### src/rtl/siso_pkg.sv
// Shared types and helpers for the shift/hold serial-in serial-out register.
package siso_pkg;

    typedef enum logic {
        PH_SHIFT = 1'b0,
        PH_HOLD  = 1'b1
    } phase_t;

    // Counter width wide enough for the longer of the two phases (minimum 1 bit).
    function automatic int clog2_max(input int shift_cyc, input int hold_cyc);
        int m;
        m = 2;
        if (shift_cyc > m) m = shift_cyc;
        if (hold_cyc > m) m = hold_cyc;
        return $clog2(m);
    endfunction

endpackage

### src/rtl/siso_shift_hold_p_seq.sv
// Duty-pattern sequencer: the SHIFT/HOLD phase FSM and its cycle counter.
import siso_pkg::*;

module shift_hold_seq #(
    parameter int SHIFT_CYC = 2,
    parameter int HOLD_CYC  = 2
) (
    input  logic   clk,
    input  logic   rst,
    input  logic   en,
    input  logic   load,
    output phase_t phase,
    output logic   shift_tick
);

    localparam int CNT_W = clog2_max(SHIFT_CYC, HOLD_CYC);
    localparam logic [CNT_W-1:0] SHIFT_LAST = CNT_W'(SHIFT_CYC - 1);
    // With HOLD_CYC=0 the hold phase is never entered, so this value is unused.
    localparam logic [CNT_W-1:0] HOLD_LAST  = (HOLD_CYC > 0) ? CNT_W'(HOLD_CYC - 1) : '0;

    phase_t           phase_q, phase_d;
    logic [CNT_W-1:0] cnt_q, cnt_d;

    always_ff @(posedge clk) begin
        if (rst) begin
            phase_q <= PH_SHIFT;
            cnt_q   <= '0;
        end else begin
            phase_q <= phase_d;
            cnt_q   <= cnt_d;
        end
    end

    always_comb begin
        phase_d = phase_q;
        cnt_d   = cnt_q;
        if (load) begin
            phase_d = PH_SHIFT;
            cnt_d   = '0;
        end else if (en) begin
            case (phase_q)
                PH_SHIFT: begin
                    if (cnt_q == SHIFT_LAST) begin
                        cnt_d   = '0;
                        phase_d = (HOLD_CYC > 0) ? PH_HOLD : PH_SHIFT;
                    end else begin
                        cnt_d = cnt_q + 1'b1;
                    end
                end
                PH_HOLD: begin
                    if (cnt_q == HOLD_LAST) begin
                        cnt_d   = '0;
                        phase_d = PH_SHIFT;
                    end else begin
                        cnt_d = cnt_q + 1'b1;
                    end
                end
                default: begin
                    phase_d = PH_SHIFT;
                    cnt_d   = '0;
                end
            endcase
        end
    end

    assign phase      = phase_q;
    assign shift_tick = en && !load && (phase_q == PH_SHIFT);

endmodule

### src/rtl/siso_shift_hold_p.sv
// Multi-lane SISO shift register that alternates SHIFT_CYC shifting and HOLD_CYC frozen enabled cycles.
import siso_pkg::*;

module siso_shift_hold_p #(
    parameter int WIDTH     = 1,
    parameter int DEPTH     = 4,
    parameter int SHIFT_CYC = 2,
    parameter int HOLD_CYC  = 2
) (
    input  logic                   clk,
    input  logic                   rst,
    input  logic                   en,
    input  logic                   load,
    input  logic [DEPTH*WIDTH-1:0] pdin,
    input  logic [WIDTH-1:0]       din,
    output logic [WIDTH-1:0]       dout,
    output logic [DEPTH*WIDTH-1:0] pout,
    output logic                   shifting
);

    phase_t           phase;
    logic             shift_tick;
    logic [WIDTH-1:0] stage_q [DEPTH];

    shift_hold_seq #(
        .SHIFT_CYC (SHIFT_CYC),
        .HOLD_CYC  (HOLD_CYC)
    ) u_seq (
        .clk        (clk),
        .rst        (rst),
        .en         (en),
        .load       (load),
        .phase      (phase),
        .shift_tick (shift_tick)
    );

    // shift_tick already excludes load, so load wins over a shift on the same edge.
    always_ff @(posedge clk) begin
        if (rst) begin
            for (int i = 0; i < DEPTH; i++) stage_q[i] <= '0;
        end else if (load) begin
            for (int i = 0; i < DEPTH; i++) stage_q[i] <= pdin[i*WIDTH +: WIDTH];
        end else if (shift_tick) begin
            stage_q[0] <= din;
            for (int i = 1; i < DEPTH; i++) stage_q[i] <= stage_q[i-1];
        end
    end

    for (genvar g = 0; g < DEPTH; g++) begin : g_pout
        assign pout[g*WIDTH +: WIDTH] = stage_q[g];
    end

    assign dout     = stage_q[DEPTH-1];
    assign shifting = (phase == PH_SHIFT);

endmodule

### config.mk
export PLATFORM = sky130hd
export DESIGN_NAME = siso_shift_hold_p
export DESIGN_NICKNAME = d
export VERILOG_FILES = /design/src/rtl/siso_pkg.sv /design/src/rtl/siso_shift_hold_p_seq.sv /design/src/rtl/siso_shift_hold_p.sv
export SDC_FILE = /design/constraint.sdc
export NUM_CORES = 1
export LEC_CHECK = 0
export CAP_MARGIN = 20
export CORE_MARGIN = 5
export CORE_UTILIZATION = 25
export CTS_CLUSTER_DIAMETER = 80
export DETAILED_ROUTE_END_ITERATION = 10
export HOLD_SLACK_MARGIN = 0.02
export PLACE_DENSITY = 0.54
export SYNTH_ARGS = -nofsm -noshare
export SYNTH_HDL_FRONTEND = slang
export SYNTH_SLANG_ARGS = --single-unit
### constraint.sdc
create_clock -name clk -period 1.13 [get_ports clk]
set_clock_uncertainty 0.2 [all_clocks]
set_input_delay 0.1695 -clock clk [delete_from_list [all_inputs] [get_ports clk]]
set_output_delay 0.1695 -clock clk [all_outputs]
set_load 0.005 [all_outputs]
Word-level counts from Yosys, hierarchy flattened:

Memories as Yosys holds them, arrays and structs flattened.
Index checks and enable logic that the tools add are counted.

* add/subtract/negate cells: 1
* muxes and demuxes: 21
* bitwise operators: 9
* reductions and logical operators: 4

Operators with widths (count)
* $mux 1: 20
* $or 1x1->1: 8
* $logic_and 1x1->1: 2
* $pmux 1 s2: 1
* $reduce_or 2->1: 1
* $add 1x1->1 const B: 1
* $logic_not 1->1: 1
* $not 1->1: 1

* bits in registers: 2
* RAM bits: 4
* bits of input ports: 9
* memories kept: 1

Memories
* stage_q: words 4, bits a word 1, read ports 4, clocked after memory_dff 0, write ports 4, RTL line siso_shift_hold_p.sv:23 `logic [WIDTH-1:0] stage_q [DEPTH];`

Logic depth before layout (Yosys ltp):

Gate-level depths: netlist of the first run.

* word-level depth: 8
* mapped depth: 3

By module:

Synthesis of the first run repeated with hierarchy kept, for this count alone.

* cells, all modules: 35
* area total of the unflattened synthesis: 347.8 µm²

By module, submodules not included
* siso_shift_hold_p: times used 1, cells each 26, area each 255.2 µm², seq. area each 120.1 µm²
* shift_hold_seq: times used 1, cells each 9, area each 92.6 µm², seq. area each 40.0 µm²

Worst setup path after synthesis of the first run:

OpenSTA, ideal clock, no wires.

* path kind: reg2reg
* start point: reg u_seq.phase_q, in the netlist u_seq.phase
* end point: mem stage_q[0], enable pin
* data arrival time: 0.718 ns
* required time: 0.677 ns
* slack: -0.041 ns
* cell stages (with the launch flop): 3
* path buffers: 0
* clock period less this slack: 1.171 ns
* path through: dfxtp_1 > inv_1 > a211o_1

RTL lines
* from (decl): RTL line siso_shift_hold_p_seq.sv:21 `phase_t phase_q, phase_d;`
* from (signal assigned): RTL line siso_shift_hold_p_seq.sv:29 `phase_q <= phase_d;`
* to (decl): RTL line siso_shift_hold_p.sv:23

==> results of run 1 <==
==> stage by stage <==
step	power (W)	TNS, ns
after detailed placement	0.000399	-4.11
final	0.000624	-0.186
after global placement	0.000398	-3.99
after CTS	0.000626	-0.188
after global routing	0.000661	-0.569
after floorplan	0.000325	0
==> layer usage <==
metal | vias up | track usage | wire length [µm]
met5 | - | 0 | 0
met4 | 0 | 0.0673 | 14
met3 | 2 | 0.0367 | 82
met2 | 11 | 0.120 | 455
met1 | 154 | 0.0963 | 383
li1 | 169 | - | -
==> power by group through the flow <==
stage / registers [W] / logic, W / clock network [W]
3_5_place_dp: 0.000261 / 0.000138 / 0
2_1_floorplan: 0.000262 / 0.0000628 / 0
3_3_place_gp: 0.000261 / 0.000138 / 0
5_1_grt: 0.000260 / 0.000153 / 0.000248
4_1_cts: 0.000257 / 0.000135 / 0.000233
6_report: 0.000258 / 0.000142 / 0.000224
==> cell type report <==
cell class / count / area [µm²]
multi-input combinational: 20 / 210
timing repair buffer: 26 / 218
tap: 16 / 20.0
sequential: 6 / 161
fill: 147 / 850
inverter: 1 / 3.75
clock buffer: 4 / 26.3
==> cells by family (layout without fill, tap and decap cells) <==
group / count (synthesis) / in the layout
flip-flops: 6 / 6
AND/OR/NAND/NOR: 10 / 10
XOR/XNOR: 1 / 1
AO/OA/AOI/OAI: 9 / 9
buffers and inverters: 8 / 31
==> registers in the layout, summed over array words and instances (netlist names) <==
| name | flops |
|---|---|
| u_seq.cnt_q | 1 |
| stage_q | 4 |
| u_seq.phase | 1 |
==> worst min-delay path, stage by stage <==
cell and delay, ns:
dlygate4sd2_1 0.29, buf_4 0.16, a211oi_2 0.04
==> final timing paths <==
check | to | cells past startpoint | from
worst max-delay path | stage_q[2] | 3 | u_seq.phase
worst min-delay path | u_seq.phase | 3 | rst
worst max register to register | stage_q[2] | 3 | u_seq.phase
worst min register to register | u_seq.phase | 2 | u_seq.cnt_q
==> cells in the final DEF, fill, tap and decap left out, drive strengths merged <==
cell	netlist	routed
dlygate4sd2	0	3
nand2	4	4
a21bo	1	1
clkdlybuf4s50	0	5
xnor2	1	1
nand3b	1	1
a211oi	1	1
dfxtp	2	2
nor3	1	1
edfxtp	4	4
clkbuf	1	4
a211o	3	3
nand4bb	4	4
buf	6	18
a21oi	4	4
inv	1	1
==> timing repair <==
action,CTS,global route
setup endpoints to repair,16,13
pin swaps,3,3
hold buffers,0,0
resized for setup,33,5
setup buffers,1,0
==> impl_metrics.json, run 1 <==
{
  "status": "complete, but fails checks",
  "violations": "setup timing",
  "yosys-top-cells-count": "a21oi_1, buf_4, edfxtp_1, nand2_1",
  "synth-seq-cells": 6,
  "place.port_buffers": 14,
  "syn_nets": 43,
  "power_frac_seq": 0.414,
  "synth_cell_types": 16,
  "cts_tree": "yes",
  "vias": 336,
  "setup_viol": 5,
  "finalMaxSlewViolations": 0,
  "cts_buffer_depth": 2,
  "drive_gt1_frac": 0.526,
  "dpl.hpwl_um": 689,
  "core_area_um2": 1490,
  "maxCapViolCount": 0,
  "drtIter0Drc": 7,
  "gp_congestion": 0.721,
  "syn_to_final_growth_pct": 65.4,
  "die_h_um": 49.3,
  "hold_viol": 0,
  "synth_fa_ha_area_frac": 0,
  "cts_made_buffers": 3,
  "nets": 67,
  "p_leak_nw": 0.247,
  "cp_top_family": "flip-flops",
  "place_inst": 69,
  "die_area_um2": 2430,
  "final.min_clock_period_ns": 1.19,
  "start_util": 0.260,
  "grt_usage": 0.0845,
  "finalHoldWorstSlack_ns": 0.255,
  "setup_ws_ns": -0.0554,
  "comb_power_share": 0.227,
  "cp_num_buf_inv": 2,
  "grt_pass1_vias": 360,
  "placed_area_um2": 581,
  "maxSlewHeadroom": 0.775,
  "cp-end-kind": "register",
  "synth_area_leader_cell": "edfxtp_1",
  "gr-total-overflow": 0,
  "clock_power_share": 0.359,
  "io_pins": 15,
  "p_int_w": 0.000471,
  "avgViaCountPerCell": 4.60,
  "p_switching_w": 0.000153,
  "tightest_slew_ns": 0.338,
  "synth_top_family_by_area": "simple AND/OR/NAND/NOR gates",
  "synth_ff_type": "edfxtp_1",
  "ir_worst_vdd_uv": 383,
  "crit_path_max_fanout": 3,
  "drt_first_pass_iters": 4,
  "syn-cell-area_um2": 387,
  "stdcell_area_um2": 639,
  "die_w_um": 49.3,
  "hold_class": "in2reg",
  "synth_edf_count": 4,
  "drt-total-wl_um": 936,
  "worstPathRequired_ns": 0.94,
  "synth_area_leaders": "edfxtp_1, nand4bb_2, dfxtp_1",
  "pre_cts_ws_ns": -0.413,
  "synthMuxAreaShare": 0,
  "period_share": 1.05,
  "cp_slowest_stage_delay_ns": 0.33,
  "rsz0062_at_grt": "yes",
  "antenna_cells": 0,
  "grt_max_degree": 11,
  "antenna_found_initial": 0,
  "seq_area_frac_synth": 0.414,
  "rows": 14,
  "antenna_left": 0,
  "clkTransAtPathRegs_ns": 0.05,
  "clk_latency_ns": 0.25,
  "slowest_stage": "dfxtp_2",
  "post_drt_wl_per_cell_um": 12.8,
  "instances_no_fill": 73,
  "grt_pass1_wl_um": 1570,
  "swShare": 0.245,
  "ys_warn_count": 0,
  "critical_path_arrival_ns": 0.99,
  "syn_area_per_cell_um2": 11.4,
  "cts.sinks": 6,
  "path_cells": "inv_2, buf_6, a211o_1",
  "rrSetupSlack_ns": -0.06,
  "syn_inst": 34,
  "synth_compound_area_frac": 0.178,
  "htreeDepth": 1,
  "powerDensity_nw_per_um2": 977,
  "synthArstFlopShare": 0,
  "clockRootBuffer": "clkbuf_4",
  "post-route-drc-count": 0,
  "criticalPathCategory": "reg2reg",
  "start_kind": "register",
  "synthSimpleGateAreaFrac": 0.227,
  "utilization": 0.429,
  "clock.fmax_ghz": 0.844,
  "synth-xor-area-share": 0.0227,
  "synth_top_area_frac": 0.311
}
Note: power is estimated with default switching activity, not from simulation.
==> run 2, diff against run 1 <==
--- a/config.mk
+++ b/config.mk
@@ -6,12 +6,13 @@
 export NUM_CORES = 1
 export LEC_CHECK = 0
 export CAP_MARGIN = 20
-export CORE_MARGIN = 5
-export CORE_UTILIZATION = 25
-export CTS_CLUSTER_DIAMETER = 80
+export CORE_AREA = 5 5 42 44
+export CTS_CLUSTER_DIAMETER = 100
 export DETAILED_ROUTE_END_ITERATION = 10
+export DIE_AREA = 0 0 47 49
 export HOLD_SLACK_MARGIN = 0.02
-export PLACE_DENSITY = 0.54
+export PLACE_DENSITY = 0.6
+export RECOVER_POWER = 100
 export SYNTH_ARGS = -nofsm -noshare
 export SYNTH_HDL_FRONTEND = slang
 export SYNTH_SLANG_ARGS = --single-unit
==> run 2 against run 1 <==
Net effect:
- the flow still finishes with violations (setup timing)
- critical path depth decreased by 1
- sequential share of layout area rose by 2.0 points
- die area decreased by 5.3%
- largest power group unchanged
==> impl_metrics.json, run 2 (same netlist as run 1, synthesis figures left out) <==
{
  "worst-path-stages": 2,
  "maxSlewHeadroom": 0.753,
  "gp_congestion": 0.699,
  "slowest_stage": "dfxtp_2",
  "drt-total-wl_um": 876,
  "ir_worst_vdd_uv": 379,
  "grt_usage": 0.0813,
  "cts_tree": "yes",
  "die_h_um": 49,
  "path_cells": "inv_2, a211o_1",
  "die_w_um": 47,
  "maxCapViolCount": 0,
  "cp_top_family": "flip-flops",
  "rows": 14,
  "status": "complete, but fails checks",
  "violations": "setup timing",
  "place_inst": 66,
  "p_leak_nw": 0.220,
  "hold_class": "in2reg",
  "setup_ws_ns": -0.00916,
  "critical_path_arrival_ns": 0.93,
  "syn_to_final_growth_pct": 53.1,
  "drtIter0Drc": 6,
  "criticalPathCategory": "reg2reg",
  "setup_viol": 3,
  "crit_path_max_fanout": 4,
  "final_cell_mix": "buf_4, clkdlybuf4s50_1, buf_2",
  "clock.fmax_ghz": 0.878,
  "start_util": 0.276,
  "cp_num_buf_inv": 1,
  "rr_worst_depth": 2,
  "instances_no_fill": 68,
  "rsz0062_at_grt": "yes",
  "clk_latency_ns": 0.24,
  "place.port_buffers": 14,
  "antenna_cells": 0,
  "worstPathRequired_ns": 0.92,
  "tightest_slew_ns": 0.371,
  "gr-total-overflow": 0,
  "clockRootBuffer": "clkbuf_4",
  "drt_first_pass_iters": 4,
  "finalMaxSlewViolations": 0,
  "largest_register_ffs": 4,
  "die_area_um2": 2300,
  "post-route-drc-count": 0,
  "grt_pass1_vias": 322,
  "cp-end-kind": "register",
  "layout_commonest_cell": "buf_4",
  "powerDensity_nw_per_um2": 980,
  "grt_pass1_wl_um": 1340,
  "post_drt_wl_per_cell_um": 12.9,
  "clkTransAtPathRegs_ns": 0.04,
  "period_share": 1.01,
  "dpl.hpwl_um": 650,
  "final.min_clock_period_ns": 1.14,
  "cp_slowest_stage_delay_ns": 0.34,
  "antenna_left": 0,
  "ctsHoldBuffers": 0,
  "hold_viol": 0,
  "cts_made_buffers": 3,
  "setup_tns_ns": -0.0202,
  "core_area_um2": 1400,
  "hold_depth": 2,
  "largest-register": "stage_q",
  "cts_buffer_depth": 2,
  "htreeDepth": 1,
  "io_pins": 15,
  "start_kind": "register",
  "cts.sinks": 6,
  "vias": 327,
  "drive_gt1_frac": 0.481,
  "antenna_found_initial": 0,
  "nets": 63,
  "grt_max_degree": 12,
  "avgViaCountPerCell": 4.81
}
run 2: cell count changes in the layout (fill, tap and decap cells not counted), sizes merged:
cell           delta
clkdlybuf4s15     +1
buf               -5
dlygate4sd2       -1
run 2: stage by stage:
step / instance area, µm² / setup WS (ns) / utilization / hold slack, ns / total power (W)
after CTS: 554 / -0.0174 / 0.396 / 0.248 / 0.000580
after global placement: 558 / -0.449 / 0.398 / 0.324 / 0.000388
final: 592 / -0.00916 / 0.422 / 0.257 / 0.000580
after detailed placement: 558 / -0.479 / 0.398 / 0.326 / 0.000391
after floorplan: 388 / 0.0230 / - / 0.147 / 0.000325
after global routing: 592 / -0.0444 / 0.422 / 0.277 / 0.000608
run 2: layout make-up:
class / instances / area (µm²)
Tap cell: 16 / 20.0
Sequential cell: 6 / 161
Fill cell: 154 / 810
Timing Repair Buffer: 22 / 174
Clock buffer: 3 / 22.5
Multi-Input combinational cell: 20 / 210
Inverter: 1 / 3.75
run 2: timing repair:
action,4_1_cts,5_1_grt
pin swaps,3,4
buffers inserted,1,0
setup endpoints to repair,16,15
gates resized for setup,29,7
run 2: worst paths after layout:
check        slack (ns)   startpoint     endpoint
min reg2reg        0.34  u_seq.cnt_q  u_seq.phase
max reg2reg      -0.009  u_seq.phase   stage_q[3]
min                0.26          rst   stage_q[2]
max              -0.009  u_seq.phase   stage_q[3]
run 2: power breakdown:
| part | total (W) | internal [W] | switching [W] |
|---|---|---|---|
| combinational | 0.000125 | 0.0000733 | 0.0000520 |
| clock | 0.000198 | 0.000120 | 0.0000776 |
| sequential | 0.000257 | 0.000250 | 0.00000695 |
run 2: per-layer routing:
layer	track usage	vias to the layer above	wire (µm)
met2	0.129	14	463
met1	0.0867	152	315
met4	0.0415	0	8
met5	0	-	0
met3	0.0369	2	89
li1	-	159	-
run 2: worst register-to-register path, stage by stage, from the launching register on:
cell	delay, ns
dfxtp_2	0.34
inv_2	0.06
a211o_1	0.29
